--- src/rtl/fp_mac_pkg.sv ---
// -----------------------------------------------------------------------------
// fp_mac_pkg
//   Shared definitions for the 16-lane floating-point multiply/sum sequencer:
//   lane geometry, the sequencer state encoding and the tag that travels
//   down the multiply/sum delay line alongside each fired group.
// -----------------------------------------------------------------------------
package fp_mac_pkg;

    // Operand lanes per group; mask and select widths follow from it.
    localparam int LANES       = 16;
    localparam int LANE_SEL_W  = $clog2(LANES);
    localparam int LANE_MASK_W = LANES;

    typedef logic [LANE_SEL_W-1:0]  lane_sel_t;
    typedef logic [LANE_MASK_W-1:0] lane_mask_t;

    // INIT clears the datapath after reset, FILL collects pairs into the
    // operand bank, CLOSE spends one cycle launching the collected group.
    typedef enum logic [1:0] {
        ST_INIT  = 2'd0,
        ST_FILL  = 2'd1,
        ST_CLOSE = 2'd2
    } state_e;

    // Per-group tag carried through the multiply and sum latencies.
    typedef struct packed {
        logic fire;   // a group occupies this slot
        logic first;  // first group of its vector: accumulator restarts
        logic last;   // final group of its vector: result completes
    } tag_t;

    localparam tag_t TAG_IDLE = '{fire: 1'b0, first: 1'b0, last: 1'b0};

    // One-hot lane bit for a lane index.
    function automatic lane_mask_t lane_bit(input lane_sel_t sel);
        lane_mask_t m;
        m      = '0;
        m[sel] = 1'b1;
        return m;
    endfunction

endpackage

--- src/rtl/fp_mac_tag_delay.sv ---
// -----------------------------------------------------------------------------
// fp_mac_tag_delay
//   Fixed-depth shift register for group tags. It advances every cycle and
//   never stalls. A mid tap marks the arrival of a group at the sum stage;
//   the end tap marks the completion of the accumulated result.
//
// Ports
//   aclk        in   clock
//   aresetn     in   asynchronous active-low clear of every slot
//   i_tag       in   tag entering the line this cycle
//   o_mid_tag   out  tag delayed by MID_TAP cycles
//   o_end_done  out  tag delayed by DEPTH cycles is a vector's last group
//   o_any_fire  out  some slot of the line holds a group
// -----------------------------------------------------------------------------
module fp_mac_tag_delay
    import fp_mac_pkg::*;
#(
    parameter int DEPTH   = 20,
    parameter int MID_TAP = 8
) (
    input  logic aclk,
    input  logic aresetn,
    input  tag_t i_tag,
    output tag_t o_mid_tag,
    output logic o_end_done,
    output logic o_any_fire
);

    // r_line[k] holds the tag that entered k+1 cycles ago.
    tag_t r_line [DEPTH];

    always_ff @(posedge aclk or negedge aresetn) begin
        if (!aresetn) begin
            // NOTE: this storage array is reset on purpose: a stale fire bit
            // left behind by a reset would raise a spurious sum enable or
            // result strobe after the reset, so every slot must start empty.
            for (int i = 0; i < DEPTH; i++) begin
                r_line[i] <= TAG_IDLE;
            end
        end else begin
            r_line[0] <= i_tag;
            for (int i = 1; i < DEPTH; i++) begin
                r_line[i] <= r_line[i-1];
            end
        end
    end

    assign o_mid_tag  = r_line[MID_TAP-1];
    // Only completion matters at the end: the group is fired and closes its
    // vector.
    assign o_end_done = r_line[DEPTH-1].fire & r_line[DEPTH-1].last;

    always_comb begin
        o_any_fire = 1'b0;
        for (int i = 0; i < DEPTH; i++) begin
            o_any_fire = o_any_fire | r_line[i].fire;
        end
    end

endmodule

--- src/rtl/fp_mac_sequencer.sv ---
// -----------------------------------------------------------------------------
// fp_mac_sequencer
//   Sequencing controller for the 16-lane floating-point multiply/sum
//   datapath. Operand pairs arrive serially with valid/ready and are written
//   one lane at a time into the operand bank. A group closes after 16 pairs
//   or on the last pair of a vector; the multiplier array is then fired with
//   a lane-valid mask and the group's first/last tag is tracked through the
//   multiply and sum latencies to drive the sum stage and the result strobe.
//
// Ports
//   aclk, aresetn           clock, asynchronous active-low reset
//   s_valid/s_ready         operand pair handshake
//   s_a, s_b                operands (IEEE-754 single)
//   s_last                  pair closes the current vector
//   lane_we, lane_sel       operand bank write strobe and lane index
//   lane_a, lane_b          registered operands for the bank write
//   group_fire, lane_mask   multiplier-array enable and valid-lane mask
//   sum_clk_en              sum-stage enable, one cycle per group
//   acc_first, acc_last     accumulator restart / final-group flags
//   res_valid               vector result ready, one-cycle pulse
//   pipe_clr                datapath pipeline clear during INIT
//   busy                    initialising, group open, or groups in flight
// -----------------------------------------------------------------------------
module fp_mac_sequencer
    import fp_mac_pkg::*;
#(
    parameter int MUL_LAT    = 8,
    parameter int SUM_LAT    = 12,
    parameter int CLR_CYCLES = 16
) (
    input  logic             aclk,
    input  logic             aresetn,
    input  logic             s_valid,
    output logic             s_ready,
    input  logic [31:0]      s_a,
    input  logic [31:0]      s_b,
    input  logic             s_last,
    output logic             lane_we,
    output logic [LANE_SEL_W-1:0]  lane_sel,
    output logic [31:0]      lane_a,
    output logic [31:0]      lane_b,
    output logic             group_fire,
    output logic [LANE_MASK_W-1:0] lane_mask,
    output logic             sum_clk_en,
    output logic             acc_first,
    output logic             acc_last,
    output logic             res_valid,
    output logic             pipe_clr,
    output logic             busy
);

    localparam logic [7:0] CLR_LAST  = 8'(CLR_CYCLES - 1);
    localparam lane_sel_t  LANE_LAST = lane_sel_t'(LANES - 1);

    // -------------------------------------------------------------------------
    // State
    // -------------------------------------------------------------------------
    state_e      r_state;
    state_e      w_state_nxt;
    logic [7:0]  r_clr_cnt;

    lane_sel_t   r_cnt;        // next lane to be written in the open group
    lane_mask_t  r_mask;       // lanes written so far in the open group
    logic        r_vec_open;   // a vector has started and not yet ended
    logic        r_grp_first;  // open group is the first of its vector
    logic        r_cl_first;   // tag captured at the closing accept
    logic        r_cl_last;

    logic        r_lane_we;
    lane_sel_t   r_lane_sel;
    logic [31:0] r_lane_a;
    logic [31:0] r_lane_b;

    tag_t        r_fire_tag;   // tag launched with group_fire
    lane_mask_t  r_lane_mask;

    logic        w_accept;
    logic        w_close;
    logic        w_first;
    tag_t        w_mid_tag;
    logic        w_end_done;
    logic        w_any_fire;

    // -------------------------------------------------------------------------
    // Handshake and group-close decode
    // -------------------------------------------------------------------------
    assign s_ready  = (r_state == ST_FILL);
    assign pipe_clr = (r_state == ST_INIT);
    assign w_accept = s_valid & s_ready;
    // A group closes on its 16th pair or on the vector's last pair; a last
    // pair landing in lane 15 therefore closes exactly one full group.
    assign w_close  = w_accept & ((r_cnt == LANE_LAST) | s_last);
    // The first accept of a group decides whether it starts a vector; later
    // accepts of the same group reuse the captured value.
    assign w_first  = (r_cnt == '0) ? ~r_vec_open : r_grp_first;

    // -------------------------------------------------------------------------
    // FSM
    // -------------------------------------------------------------------------
    always_ff @(posedge aclk or negedge aresetn) begin
        if (!aresetn) begin
            r_state <= ST_INIT;
        end else begin
            // NOTE: state and datapath registers use non-blocking assignment
            // so every flop samples the pre-edge values of the others.
            r_state <= w_state_nxt;
        end
    end

    always_comb begin
        // NOTE: the default is assigned before the case so that every path
        // drives w_state_nxt and no latch is inferred.
        w_state_nxt = r_state;
        unique case (r_state)
            ST_INIT:  if (r_clr_cnt == CLR_LAST) w_state_nxt = ST_FILL;
            ST_FILL:  if (w_close)               w_state_nxt = ST_CLOSE;
            ST_CLOSE:                            w_state_nxt = ST_FILL;
            default:                             w_state_nxt = ST_INIT;
        endcase
    end

    // Clear duration counter; only INIT uses it and INIT is left once per
    // reset, so it simply stops at its terminal value.
    always_ff @(posedge aclk or negedge aresetn) begin
        if (!aresetn) begin
            r_clr_cnt <= '0;
        end else if (r_state == ST_INIT && r_clr_cnt != CLR_LAST) begin
            r_clr_cnt <= r_clr_cnt + 8'd1;
        end
    end

    // -------------------------------------------------------------------------
    // Group assembly, bank write and fire
    // -------------------------------------------------------------------------
    always_ff @(posedge aclk or negedge aresetn) begin
        if (!aresetn) begin
            r_cnt       <= '0;
            r_mask      <= '0;
            r_vec_open  <= 1'b0;
            r_grp_first <= 1'b0;
            r_cl_first  <= 1'b0;
            r_cl_last   <= 1'b0;
            r_lane_we   <= 1'b0;
            r_lane_sel  <= '0;
            r_lane_a    <= '0;
            r_lane_b    <= '0;
            r_fire_tag  <= TAG_IDLE;
            r_lane_mask <= '0;
        end else begin
            r_lane_we <= w_accept;

            if (w_accept) begin
                r_lane_sel  <= r_cnt;
                r_lane_a    <= s_a;
                r_lane_b    <= s_b;
                r_mask      <= r_mask | lane_bit(r_cnt);
                r_cnt       <= r_cnt + lane_sel_t'(1);
                r_vec_open  <= ~s_last;
                r_grp_first <= w_first;
                if (w_close) begin
                    r_cl_first <= w_first;
                    r_cl_last  <= s_last;
                end
            end

            // CLOSE never accepts (s_ready is low), so it owns cnt/mask here.
            if (r_state == ST_CLOSE) begin
                r_fire_tag  <= '{fire: 1'b1, first: r_cl_first, last: r_cl_last};
                r_lane_mask <= r_mask;
                r_cnt       <= '0;
                r_mask      <= '0;
            end else begin
                r_fire_tag  <= TAG_IDLE;
                r_lane_mask <= '0;
            end
        end
    end

    // -------------------------------------------------------------------------
    // Multiply/sum latency tracking
    // -------------------------------------------------------------------------
    // The line is fed by the registered fire tag, so tap k lags group_fire
    // by exactly k cycles.
    fp_mac_tag_delay #(
        .DEPTH   (MUL_LAT + SUM_LAT),
        .MID_TAP (MUL_LAT)
    ) u_tag_delay (
        .aclk       (aclk),
        .aresetn    (aresetn),
        .i_tag      (r_fire_tag),
        .o_mid_tag  (w_mid_tag),
        .o_end_done (w_end_done),
        .o_any_fire (w_any_fire)
    );

    // -------------------------------------------------------------------------
    // Outputs
    // -------------------------------------------------------------------------
    assign lane_we    = r_lane_we;
    assign lane_sel   = r_lane_sel;
    assign lane_a     = r_lane_a;
    assign lane_b     = r_lane_b;
    assign group_fire = r_fire_tag.fire;
    assign lane_mask  = r_lane_mask;
    assign sum_clk_en = w_mid_tag.fire;
    assign acc_first  = w_mid_tag.fire & w_mid_tag.first;
    assign acc_last   = w_mid_tag.fire & w_mid_tag.last;
    assign res_valid  = w_end_done;
    assign busy       = (r_state != ST_FILL) | (r_mask != '0)
                      | r_fire_tag.fire | w_any_fire;

endmodule

--- config.mk ---
export PLATFORM = sky130hd
export DESIGN_NAME = fp_mac_sequencer
export DESIGN_NICKNAME = d
export VERILOG_FILES = /design/src/rtl/fp_mac_pkg.sv /design/src/rtl/fp_mac_tag_delay.sv /design/src/rtl/fp_mac_sequencer.sv
export SDC_FILE = /design/constraint.sdc
export NUM_CORES = 1
export LEC_CHECK = 0
export CAP_MARGIN = 20
export CORE_MARGIN = 2
export CORE_UTILIZATION = 40
export CTS_CLUSTER_DIAMETER = 150
export DETAILED_ROUTE_END_ITERATION = 8
export PLACE_DENSITY = 0.75
export SKIP_LAST_GASP = 1
export SYNTH_ARGS = -nofsm -noshare
export SYNTH_HDL_FRONTEND = slang
export SYNTH_SLANG_ARGS = --single-unit
--- constraint.sdc ---
create_clock -name aclk -period 1.4 [get_ports aclk]
set_input_delay 0.28 -clock aclk [delete_from_list [all_inputs] [get_ports aclk]]
set_output_delay 0.28 -clock aclk [all_outputs]
set_load 0.01 [all_outputs]
==> results of run 1 <==
[power by group through the flow]
stage          Sequential (mW)  Clock (mW)  Combinational, mW
4_1_cts                   7.29        4.96               5.75
6_report                  7.40        4.85               6.24
5_1_grt                   7.57        5.19               6.83
2_1_floorplan             7.68           0               2.21
3_5_place_dp              7.35           0               6.21
3_3_place_gp              7.26           0               6.03
[synthesized netlist by cell type, drive strengths merged]
cell type,n
a21oi,7
dfrtp,170
and2b,1
nor3b,1
nand3b,1
mux2,3
and2,20
nand4,4
ha,5
nor3,2
xor2,1
o21ai,6
inv,9
mux2i,2
nand3,5
nor2b,2
a21boi,1
and4bb,1
a32o,4
o21bai,1
buf,18
or3,3
clkbuf,4
nand2b,1
and4b,1
o31ai,1
nor4bb,1
nand2,204
a22o,1
xnor2,3
a31oi,13
nor2,17
nor4,8
and3,1
[metal layers]
metal	GRT usage (%)	part of all wire, %	up-vias
met3	6.29	6.7	15
met4	5.56	1.2	0
met1	22.5	41	2146
met2	30.3	51	154
li1	-	-	2101
met5	0	0	-
[state kept, by name (all words and copies together) (netlist names)]
signal                 count
group_fire                 1
r_clr_cnt                  8
lane_we                    1
r_cl_first                 1
lane_sel                   4
r_vec_open                 1
r_state                    2
u_tag_delay.o_mid_tag      3
lane_a                    32
r_cl_last                  1
lane_b                    32
r_cnt                      4
lane_mask                 16
r_fire_tag                 2
u_tag_delay.r_line        45
r_mask                    16
r_grp_first                1
[area by class of cell]
class	instances	area, µm²
clock inverter	13	184
fill	1148	5520
sequential	170	4260
clock buffer	18	429
tap	184	230
multi-input combinational	322	1710
inverter	9	41.3
timing repair buffer	217	2150
[timing repair]
action,CTS,global route
setup endpoints to repair,98,115
gates resized for setup,148,77
pin swaps,3,5
hold buffers,1,0
endpoints found under the hold margin,24,0
buffers inserted,2,8
cloned,0,2
[cells by family after synthesis]
group,share of synthesized area (%)
and+or+nand+nor,19.7
DFF,71.3
AOI/OAI and AO/OA,3.71
xor gates and xnor gates,0.587
adders and majority gates,1.05
buffers and inverters,2.75
muxes,0.901
[worst paths after layout]
check	start	endpoint	slack [ns]	cells past startpoint
min in group aclk	u_tag_delay.r_line[49]	u_tag_delay.r_line[46]	0.34	0
min reg2reg	u_tag_delay.r_line[49]	u_tag_delay.r_line[46]	0.34	0
min	aresetn	u_tag_delay.r_line[9]	0.32	2
max in group asynchronous	aresetn	r_cnt[1]	0.55	3
max	r_mask[14]	busy	-0.71	4
max reg2reg	r_state[1]	r_clr_cnt[1]	0	5
==> impl_metrics.json, run 1 <==
{
  "status": "finished, violations left",
  "violations": "negative setup slack",
  "critPathSlowestCell": "or3_4",
  "fin_skew_ns": 0.00707,
  "cts_inserted_buffers": 17,
  "p_sw_mw": 6.06,
  "clkPwrFrac_pct": 26.2,
  "cp_data_arrival_time_ns": 1.83,
  "synth_cells": 522,
  "synth_cell_types": 39,
  "crit_buf_inv": 1,
  "cp_max_fo": 2,
  "fin_ws_ns": -0.713,
  "final_common_cell": "nand2_1",
  "synth_area_leader_cell": "dfrtp_1",
  "seq_area_frac_synth_pct": 71.3,
  "insertion_delay_ns": 0.42,
  "wl_per_cell_um": 15.5,
  "hold_ws_ns": 0.319,
  "drc": 0,
  "fin_crit_ns": 2.11,
  "max-clock-path-buffers": 2,
  "cts_tree": "done",
  "hold_viol": 0,
  "dp_cells": 891,
  "max_slew.worst_pin.slew_ns": 0.397,
  "ys_seq_elements": 170,
  "root_buffer": "clkbuf_16",
  "cp_top_family": "simple AND/OR/NAND/NOR gates",
  "ant_nets": 0,
  "postLayoutCoreUtil_pct": 62.0,
  "yosys-top-cells-area": "dfrtp_1 (71%), nand2_1 (13%), and2_1 (2.1%), a31oi_1 (1.4%), ha_1 (1.0%)",
  "vdd_drop_max_uv": 1050,
  "swShare_pct": 32.8,
  "power.density_nw_per_um2": 2050,
  "drt-initial-drc-count": 281,
  "synth_top_cell_area_share_pct": 71.3,
  "crit_required_ns": 1.12,
  "clk_pin_slew_ns": 0.07,
  "routed_wl_um": 14400,
  "grt_pass1_wl_um": 22800,
  "slew_violations": 0,
  "cap_violations": 0,
  "dr.pass1.iters": 4,
  "slew-limit-headroom_pct": 73.5,
  "finalCritPeriodShare_pct": 151,
  "yosysWarnings": 0,
  "fp.dieH_um": 126,
  "dpl.hpwl_um": 9750,
  "rsz0062_at_grt": "true",
  "htree_levels": 4,
  "critical_path_class": "flop to primary output",
  "p_int_mw": 12.4,
  "power.sequential.fraction_pct": 40.0,
  "antenna_found_initial": 0,
  "diodes": 0,
  "core_um2": 14500,
  "grt_pass1_vias": 4600,
  "grt-ovfl-total": 0,
  "finalNetCount": 810,
  "setup-tns-final_ns": -1.56,
  "fin_cells": 933,
  "leakagePower_nw": 4.58,
  "total_power_mw": 18.5,
  "initial_utilization_pct": 41.1,
  "via_per_inst": 4.73,
  "port_buffers": 160,
  "dieArea_um2": 15900,
  "grt_start_max_net_pins": 41,
  "start_kind": "flop",
  "row_count": 44,
  "avgSynthCellArea_um2": 11.4,
  "pre_cts_ws_ns": -0.619,
  "io_pins": 161,
  "syn_nets": 595,
  "place_area_um2": 8140,
  "finalSetupViolCount": 7,
  "final_cell_mix": "nand2_1 (204), dfrtp_1 (167), clkdlybuf4s50_1 (66), clkdlybuf4s15_1 (59), buf_4 (38)",
  "hp-class": "input pin to asynchronous set/reset pin",
  "fmax_ghz": 0.473,
  "stdcell_area_um2": 9010,
  "crit_path_cell_trace": "nor4_1 -> nand4_1 -> or3_4 -> buf_6",
  "place_congestion": 0.797,
  "drive_gt1_share_pct": 17.0,
  "cts.sinks": 170,
  "cp-end-kind": "primary output",
  "synthToLayoutAreaGrowth_pct": 50.9,
  "slowest_delay_ns": 0.41,
  "syn_area_um2": 5970,
  "grtUsageTotal_pct": 18.2,
  "route.vias.total": 4416,
  "dieWidth_um": 126,
  "pwr-share-comb_pct": 33.7
}
No activity file was read; power rests on OpenSTA's default activity.
==> run 2, diff against run 1 <==
--- a/config.mk
+++ b/config.mk
@@ -7,10 +7,10 @@
 export LEC_CHECK = 0
 export CAP_MARGIN = 20
 export CORE_MARGIN = 2
-export CORE_UTILIZATION = 40
+export CORE_UTILIZATION = 43
 export CTS_CLUSTER_DIAMETER = 150
 export DETAILED_ROUTE_END_ITERATION = 8
-export PLACE_DENSITY = 0.75
+export PLACE_DENSITY = 0.79
 export SKIP_LAST_GASP = 1
 export SYNTH_ARGS = -nofsm -noshare
 export SYNTH_HDL_FRONTEND = slang
==> run 2 against run 1 <==
The run still ends with negative setup slack left. Worst hold slack improved by 0.019 ns. Routed wire length rose by 1.5%. Clock skew rose by 0.0016 ns. Combinational power rose by 6.4%. Clock power fell by 6.2%. Die area fell by 6.8%. Non-clock buffer count rose by 13. Critical path type unchanged.
==> impl_metrics.json, run 2 (same netlist as run 1, synthesis figures left out) <==
{
  "status": "finished, violations left",
  "violations": "negative setup slack",
  "hp-class": "flop to flop",
  "grt-ovfl-total": 0,
  "initial_utilization_pct": 43.5,
  "drc": 0,
  "dpl.hpwl_um": 9360,
  "slew-limit-headroom_pct": 60.9,
  "antenna_found_initial": 0,
  "setup-tns-final_ns": -7.73,
  "insertion_delay_ns": 0.42,
  "cts_inserted_buffers": 17,
  "crit_buf_inv": 1,
  "wl_per_cell_um": 15.5,
  "startpoint": "u_tag_delay.r_line[32]",
  "r2r_start": "r_state[1]",
  "diodes": 0,
  "cts_tree": "done",
  "finalNetCount": 823,
  "via_per_inst": 4.82,
  "postLayoutCoreUtil_pct": 67.0,
  "dieArea_um2": 14800,
  "r2r-end": "r_grp_first",
  "max_slew.worst_pin.slew_ns": 0.587,
  "max-clock-path-buffers": 2,
  "crit_required_ns": 1.12,
  "root_buffer": "clkbuf_16",
  "largest_reg_flops": 45,
  "hold_ws_ns": 0.339,
  "dieWidth_um": 122,
  "vdd_drop_max_uv": 1170,
  "route.vias.total": 4542,
  "dr.pass1.iters": 6,
  "fp.dieH_um": 122,
  "grt_pass1_wl_um": 21900,
  "finalCritPeriodShare_pct": 144,
  "crit_path_cell_trace": "nor4_2 -> nand4_1 -> or3_4 -> buf_6",
  "ant_nets": 0,
  "cp-end-kind": "primary output",
  "pre_cts_ws_ns": -0.678,
  "final_common_cell": "nand2_1",
  "grtUsageTotal_pct": 19.2,
  "slew_violations": 0,
  "core_um2": 13700,
  "place_area_um2": 8090,
  "reg2reg_slack_ns": -0.16,
  "start_kind": "flop",
  "leakagePower_nw": 4.78,
  "stdcell_area_um2": 9200,
  "io_pins": 161,
  "cp_top_family": "simple AND/OR/NAND/NOR gates",
  "final_cell_mix": "nand2_1 (203), dfrtp_1 (170), dlygate4sd2_1 (79), clkdlybuf4s50_1 (66), buf_4 (40)",
  "fin_crit_ns": 2.02,
  "place_congestion": 0.796,
  "slowest_delay_ns": 0.41,
  "grt_start_max_net_pins": 112,
  "fmax_ghz": 0.495,
  "synthToLayoutAreaGrowth_pct": 54.0,
  "fin_cells": 943,
  "cap_violations": 0,
  "min-delay-start": "u_tag_delay.r_line[48]",
  "fin_ws_ns": -0.621,
  "fin_skew_ns": 0.00863,
  "cp_max_fo": 2,
  "clk_pin_slew_ns": 0.06,
  "hold_viol": 0,
  "port_buffers": 160,
  "drt-initial-drc-count": 295,
  "dp_cells": 884,
  "htree_levels": 4,
  "drive_gt1_share_pct": 19.3,
  "rsz0062_at_grt": "true",
  "worstHoldEndpoint": "u_tag_delay.r_line[45]",
  "critical_path_class": "flop to primary output",
  "power.density_nw_per_um2": 2010,
  "top_register": "u_tag_delay.r_line",
  "routed_wl_um": 14700,
  "grt_pass1_vias": 4504,
  "reg2regPathDepth": 8,
  "cts.sinks": 170,
  "hold_depth": 0,
  "finalSetupViolCount": 99,
  "cp_data_arrival_time_ns": 1.74,
  "total_power_mw": 18.5,
  "critPathSlowestCell": "or3_4",
  "row_count": 43
}
run 2: cell types whose count changed in the layout (fill, tap and decap cells not counted), sizes merged:
cell	previous run	this run
buf	63	73
dlygate4sd2	25	79
clkbuf	20	27
nand3b	2	1
bufinv	3	1
inv	16	11
clkdlybuf4s15	60	6
clkinvlp	1	3
clkinv	2	5
run 2: metal layers:
| metal | vias up | share of wire [%] | global-route usage, % |
|---|---|---|---|
| met5 | - | 0 | 0 |
| met2 | 148 | 51 | 31.4 |
| met3 | 16 | 5.8 | 6.65 |
| met1 | 2252 | 42 | 23.4 |
| met4 | 0 | 1.4 | 7.40 |
| li1 | 2126 | - | - |
run 2: final cells by class:
cell class                      count  area (µm²)
Fill cell                         991        4520
Sequential cell                   170        4250
Timing Repair Buffer              230        2300
Multi-Input combinational cell    321        1760
Clock buffer                       22         484
Tap cell                          180         225
Clock inverter                     10         108
Inverter                            9        46.3
Timing Repair inverter              1        16.3
run 2: repair_timing:
action                                  4_1_cts  5_1_grt
pin swaps                                     5       12
endpoints found under the hold margin       170        0
hold buffers                                  1        0
endpoints found under the setup margin       93      158
setup buffers                                 8       16
gates cloned                                  0        7
gates resized for setup                     142       50
run 2: worst max-delay path by stage:
| stage | to | slack, ns | depth (start not counted) |
|---|---|---|---|
| 2_1_floorplan | r_clr_cnt[1] | -0.02 | 4 |
| 3_3_place_gp | busy | -0.64 | 4 |
| 3_5_place_dp | busy | -0.68 | 4 |
| 4_1_cts | busy | -0.66 | 4 |
| 5_1_grt | busy | -0.70 | 4 |
| 6_report | busy | -0.62 | 4 |
run 2: power breakdown:
group          internal (mW)  leakage, nW  switching (mW)  total, mW
clock                   2.67        0.281            1.88       4.55
combinational           3.36         2.28            3.28       6.64
sequential              6.40         2.22           0.928       7.33
total                   12.4         4.78            6.09       18.5
==> run 3, diff against run 2 <==
--- a/config.mk
+++ b/config.mk
@@ -7,10 +7,12 @@
 export LEC_CHECK = 0
 export CAP_MARGIN = 20
 export CORE_MARGIN = 2
-export CORE_UTILIZATION = 43
+export CORE_UTILIZATION = 56
 export CTS_CLUSTER_DIAMETER = 150
 export DETAILED_ROUTE_END_ITERATION = 8
-export PLACE_DENSITY = 0.79
+export DONT_BUFFER_PORTS = 1
+export GPL_TIMING_DRIVEN = 0
+export PLACE_DENSITY = 0.78
 export SKIP_LAST_GASP = 1
 export SYNTH_ARGS = -nofsm -noshare
 export SYNTH_HDL_FRONTEND = slang
==> run 3 against run 2 <==
The flow finishes with violations (negative hold slack, negative setup slack). Via count fell by 3.7%. Flip-flop and latch count unchanged. Clock power about the same. Count of clock-buffer cells in the layout fell by 3. Setup slack got worse by 0.043 ns. Design area is 7.8% lower. Sequential share of layout area rose by 4.0 points. Cell count down 16%. Fmax shrank 2.1%. Die area shrank 23%. Critical path type unchanged. Largest power group unchanged. Highest routed layer unchanged.
==> impl_metrics.json, run 3 (same netlist as run 1, synthesis figures left out) <==
{
  "status": "finished, violations left",
  "violations": "negative hold slack, negative setup slack",
  "final_common_cell": "dfrtp_1",
  "antenna_found_initial": 0,
  "dpl.hpwl_um": 7660,
  "fin_ws_ns": -0.664,
  "cts.sinks": 170,
  "max-clock-path-buffers": 2,
  "leakagePower_nw": 4.29,
  "nFillCells": 519,
  "finalSetupViolCount": 87,
  "multiInputGateArea_um2": 2100,
  "dieWidth_um": 107,
  "cts_tree": "done",
  "grt_pass1_vias": 4197,
  "rsz0062_at_grt": "true",
  "fin_skew_ns": 0.00739,
  "max_slew.worst_pin.slew_ns": 0.392,
  "root_buffer": "clkbuf_8",
  "start_kind": "flop",
  "largest_reg_flops": 45,
  "drc": 0,
  "dr.pass1.iters": 4,
  "power.density_nw_per_um2": 2090,
  "clk_pin_slew_ns": 0.07,
  "hold_ws_ns": -0.554,
  "cp-end-kind": "primary output",
  "grtUsageTotal_pct": 23.8,
  "row_count": 37,
  "seqCellArea_um2": 4260,
  "grt_pass1_wl_um": 20700,
  "slew_violations": 0,
  "finalCritPeriodShare_pct": 147,
  "dieArea_um2": 11500,
  "fp.dieH_um": 107,
  "drive_gt1_share_pct": 31.0,
  "route.vias.total": 4375,
  "grt_start_max_net_pins": 171,
  "crit_required_ns": 1.12,
  "io_pins": 161,
  "grt-ovfl-total": 0,
  "cp_data_arrival_time_ns": 1.78,
  "core_um2": 10300,
  "setup-tns-final_ns": -5.17,
  "wl_per_cell_um": 20.7,
  "place_congestion": 0.762,
  "fin_crit_ns": 2.06,
  "drt-initial-drc-count": 395,
  "slew-limit-headroom_pct": 73.8,
  "cap_violations": 0,
  "hp-class": "input pin to asynchronous set/reset pin",
  "htree_levels": 4,
  "cts_inserted_buffers": 17,
  "postLayoutCoreUtil_pct": 82.1,
  "port_buffers": 0,
  "initial_utilization_pct": 57.8,
  "top_register": "u_tag_delay.r_line",
  "insertion_delay_ns": 0.53,
  "cp_max_fo": 3,
  "finalNetCount": 713,
  "synthToLayoutAreaGrowth_pct": 42.0,
  "critical_path_class": "flop to primary output",
  "vdd_drop_max_uv": 1350,
  "hold_viol": 170,
  "routed_wl_um": 16300,
  "ant_nets": 0,
  "fmax_ghz": 0.484,
  "final_cell_mix": "dfrtp_1 (165), nand2_1 (132), dlygate4sd3_1 (66), nand2_2 (47)",
  "ctsHoldBuffers": 66,
  "via_per_inst": 5.54
}
-- run 3: cell count changes in the layout (fill, tap and decap cells not counted), moves of 6 or more --
cell	before	now
dlygate4sd2_1	79	0
nand2_1	203	132
clkdlybuf4s50_1	66	0
dlygate4sd3_1	1	66
nand2_2	1	47
nand2_4	0	25
buf_4	40	18
buf_6	20	11
buf_12	8	1
buf_8	2	8
clkdlybuf4s15_1	6	0
-- run 3: final timing paths --
check	startpoint	endpoint	slack, ns	cells after the start
worst min-delay path	aresetn	u_tag_delay.r_line[29]	-0.55	0
worst min register to register	u_tag_delay.r_line[33]	u_tag_delay.r_line[30]	0.34	0
min in group aclk	u_tag_delay.r_line[33]	u_tag_delay.r_line[30]	0.34	0
worst max register to register	r_state[0]	r_mask[2]	-0.13	8
worst max-delay path	r_mask[3]	busy	-0.66	3
max in group asynchronous	aresetn	r_state[0]	1.75	0
-- run 3: metal layers --
metal | global-route usage (%) | share of wire [%] | up-vias
li1 | - | - | 1914
met1 | 29.3 | 38 | 2215
met2 | 40.6 | 53 | 212
met3 | 7.60 | 7.4 | 34
met4 | 6.77 | 2.0 | 0
met5 | 0 | 0 | -
-- run 3: area by class of cell --
type | count | area share (%)
clock buffers | 19 | 5.09
repair buffers | 99 | 12.9
clock inverters | 12 | 1.67
inverters | 9 | 0.546
well taps | 136 | 2.01
flip-flops and latches | 170 | 50.3
diodes | 1 | 0.0295
plain buffers | 21 | 2.74
multi-input cells | 322 | 24.8
-- run 3: through the flow --
| stage | instances | instance area, µm² | worst slack, ns | total power, mW | hold WS (ns) |
|---|---|---|---|---|---|
| 2_1_floorplan | 522 | 5990 | -0.0167 | 9.89 | -0.0156 |
| 6_report | 789 | 8480 | -0.664 | 17.7 | -0.554 |
| 5_1_grt | 788 | 8480 | -0.735 | 18.5 | -0.579 |
| 3_5_place_dp | 658 | 6160 | -0.195 | 10.8 | -0.0116 |
| 3_3_place_gp | 658 | 6160 | -0.186 | 10.6 | -0.0109 |
| 4_1_cts | 764 | 7550 | -0.651 | 15.8 | -0.574 |
-- run 3: power breakdown --
group	leakage [nW]	internal [mW]	switching [mW]
sequential	2.21	6.41	1.75
combinational	1.82	2.40	2.64
clock	0.264	2.60	1.92
-- run 3: critical path: stages (launching register included) --
cell and delay, ns:
dfrtp_1 0.42, nor4_2 0.29, nand3_1 0.12, or3_4 0.43
-- run 3: what timing repair did --
action | in CTS | in global routing
resized for setup | 24 | 174
endpoints found under the hold margin | 238 | 170
pin swaps | 5 | 90
setup buffers | 9 | 16
cloned | 0 | 10
endpoints found under the setup margin | 8 | 99
==> variant: new RTL, flow settings as in run 1 <==
Set the package constant `LANES` to 32 (it was 16).
--- a/src/rtl/fp_mac_pkg.sv
+++ b/src/rtl/fp_mac_pkg.sv
@@ -9,3 +9,3 @@
     // Operand lanes per group; mask and select widths follow from it.
-    localparam int LANES       = 16;
+    localparam int LANES       = 32;
     localparam int LANE_SEL_W  = $clog2(LANES);
Ports: changed (resized lane_mask and lane_sel); port bits go from 161 to 178. No check against the original RTL was run, so the function may have changed too.
==> variant against run 1 <==
  * The flow still finishes with violations (negative setup slack)
  * Final area increased by 39%
  * Largest cell class unchanged
  * Via count is 37% higher
  * Total power grew 41%
  * Sequential cell count is 34 higher
  * Critical path depth did not move
  * Non-clock buffer count increased by 116
  * Synthesized cell count rose by 20%
  * Setup slack lost 0.24 ns
  * Synthesized area is 21% higher
  * Wire length up 69%
  * Global-route usage up 3.3 points
==> variant: results (changes against run 1) <==
run_status:
  status: "complete, but fails checks"
  violations: "negative setup slack"
synthesis:
  synth_compound_area_share_pct: 4.47  # +0.76 points
  ys_types: 43  # +10%
  syn_nets: 698  # +17%
  synth_area_per_cell_sq_um: 11.6  # +1.5%
  yosysSeqAreaShare_pct: 70.5  # -0.80 points
  synth_xor_area_share_pct: 0.846  # +0.26 points
  synth_adder_area_share_pct: 1.04  # -0.012 points
power_and_ir_drop:
  comb_power_uw: 11200  # +79%
  power.total_uw: 26000  # +41%
  p_leak_uw: 0.00632  # +38%
  ir_worst_vdd_mv: 1.25  # +20%
  swShare_pct: 35.3  # +2.6 points
  pg_clk_uw: 5910  # +22%
worst_setup_path:
  cp.arrival_ns: 2.08  # +0.25 ns
  startpoint: "r_mask[18]"
  ff2ff_setup_slack_ns: -0.62  # -0.62 ns
  r2r_start: "r_state[0]"
timing:
  holdWs_ns: 0.253  # -0.0669 ns
  setup_violations: 166  # +159
  slew_headroom_pct: 57.9  # -16 points
  totalNegativeSetupSlack_ns: -77.44  # -75.87 ns
  layout_setup_ws_ns: -0.955  # -0.243 ns
  finalClockSkew_ns: 0.0185  # +0.0114 ns
global_route:
  met1_usage_pct: 27.6  # +5.1 points
  grt_pass1_vias: 6131  # +33%
  grt_max_degree: 47  # +15%
  grtUsageMet3_pct: 5.32  # -0.97 points
  use_met2_pct: 36.3  # +6.1 points
place:
  post-dp-hpwl_mm: 12.0  # +23%
  dpl_cell_area_sq_mm: 0.00995  # +22%
  gp_congestion: 0.818  # +2.6%
  port_buffers: 177  # +11%
drt:
  vias: 6028  # +37%
  drt_wl_total_mm: 24.3  # +69%
  route.met3.wl_mm: 1.63  # +69%
cts:
  cts_made_buffers: 22  # +5
  htreeDepth: 1  # -3
  cts_buffer_depth: 3  # +1
layout:
  fin_cells: 1196  # +28%
  drive_above_1_share_pct: 51.0  # +34 points
  nets: 1028  # +27%
variant: changes by cell type after synthesis, moves of 5 or more:
cell             run 1  this run
clkbuf_1             3        10
buf_4                7         0
nor2_1              16        10
nand2_1            204       227
o21ai_0              6        19
dfrtp_1            170       204
a32o_1               4        12
xor2_1               1         6
a21oi_1              7         2
and2_1              20        37
a31oi_1             13         3
buf_2               10        19
variant: timing repair:
action | CTS | global route
buffers inserted | 30 | 26
setup endpoints to repair | 209 | 181
resized for setup | 467 | 289
gates cloned | 18 | 13
hold buffers | 1 | 0
endpoints found under the hold margin | 75 | 0
pin swaps | 38 | 131
variant: area by class of cell:
type / instances / area (sq um) / area share [%]
Sequential cell: 204 / 5110 / 40.8
Inverter: 9 / 65.1 / 0.519
Clock buffer: 25 / 572 / 4.56
Clock inverter: 12 / 158 / 1.26
Timing Repair Buffer: 333 / 3400 / 27.2
Multi-Input combinational cell: 381 / 2890 / 23.1
Tap cell: 229 / 287 / 2.29
Timing Repair inverter: 3 / 43.8 / 0.350
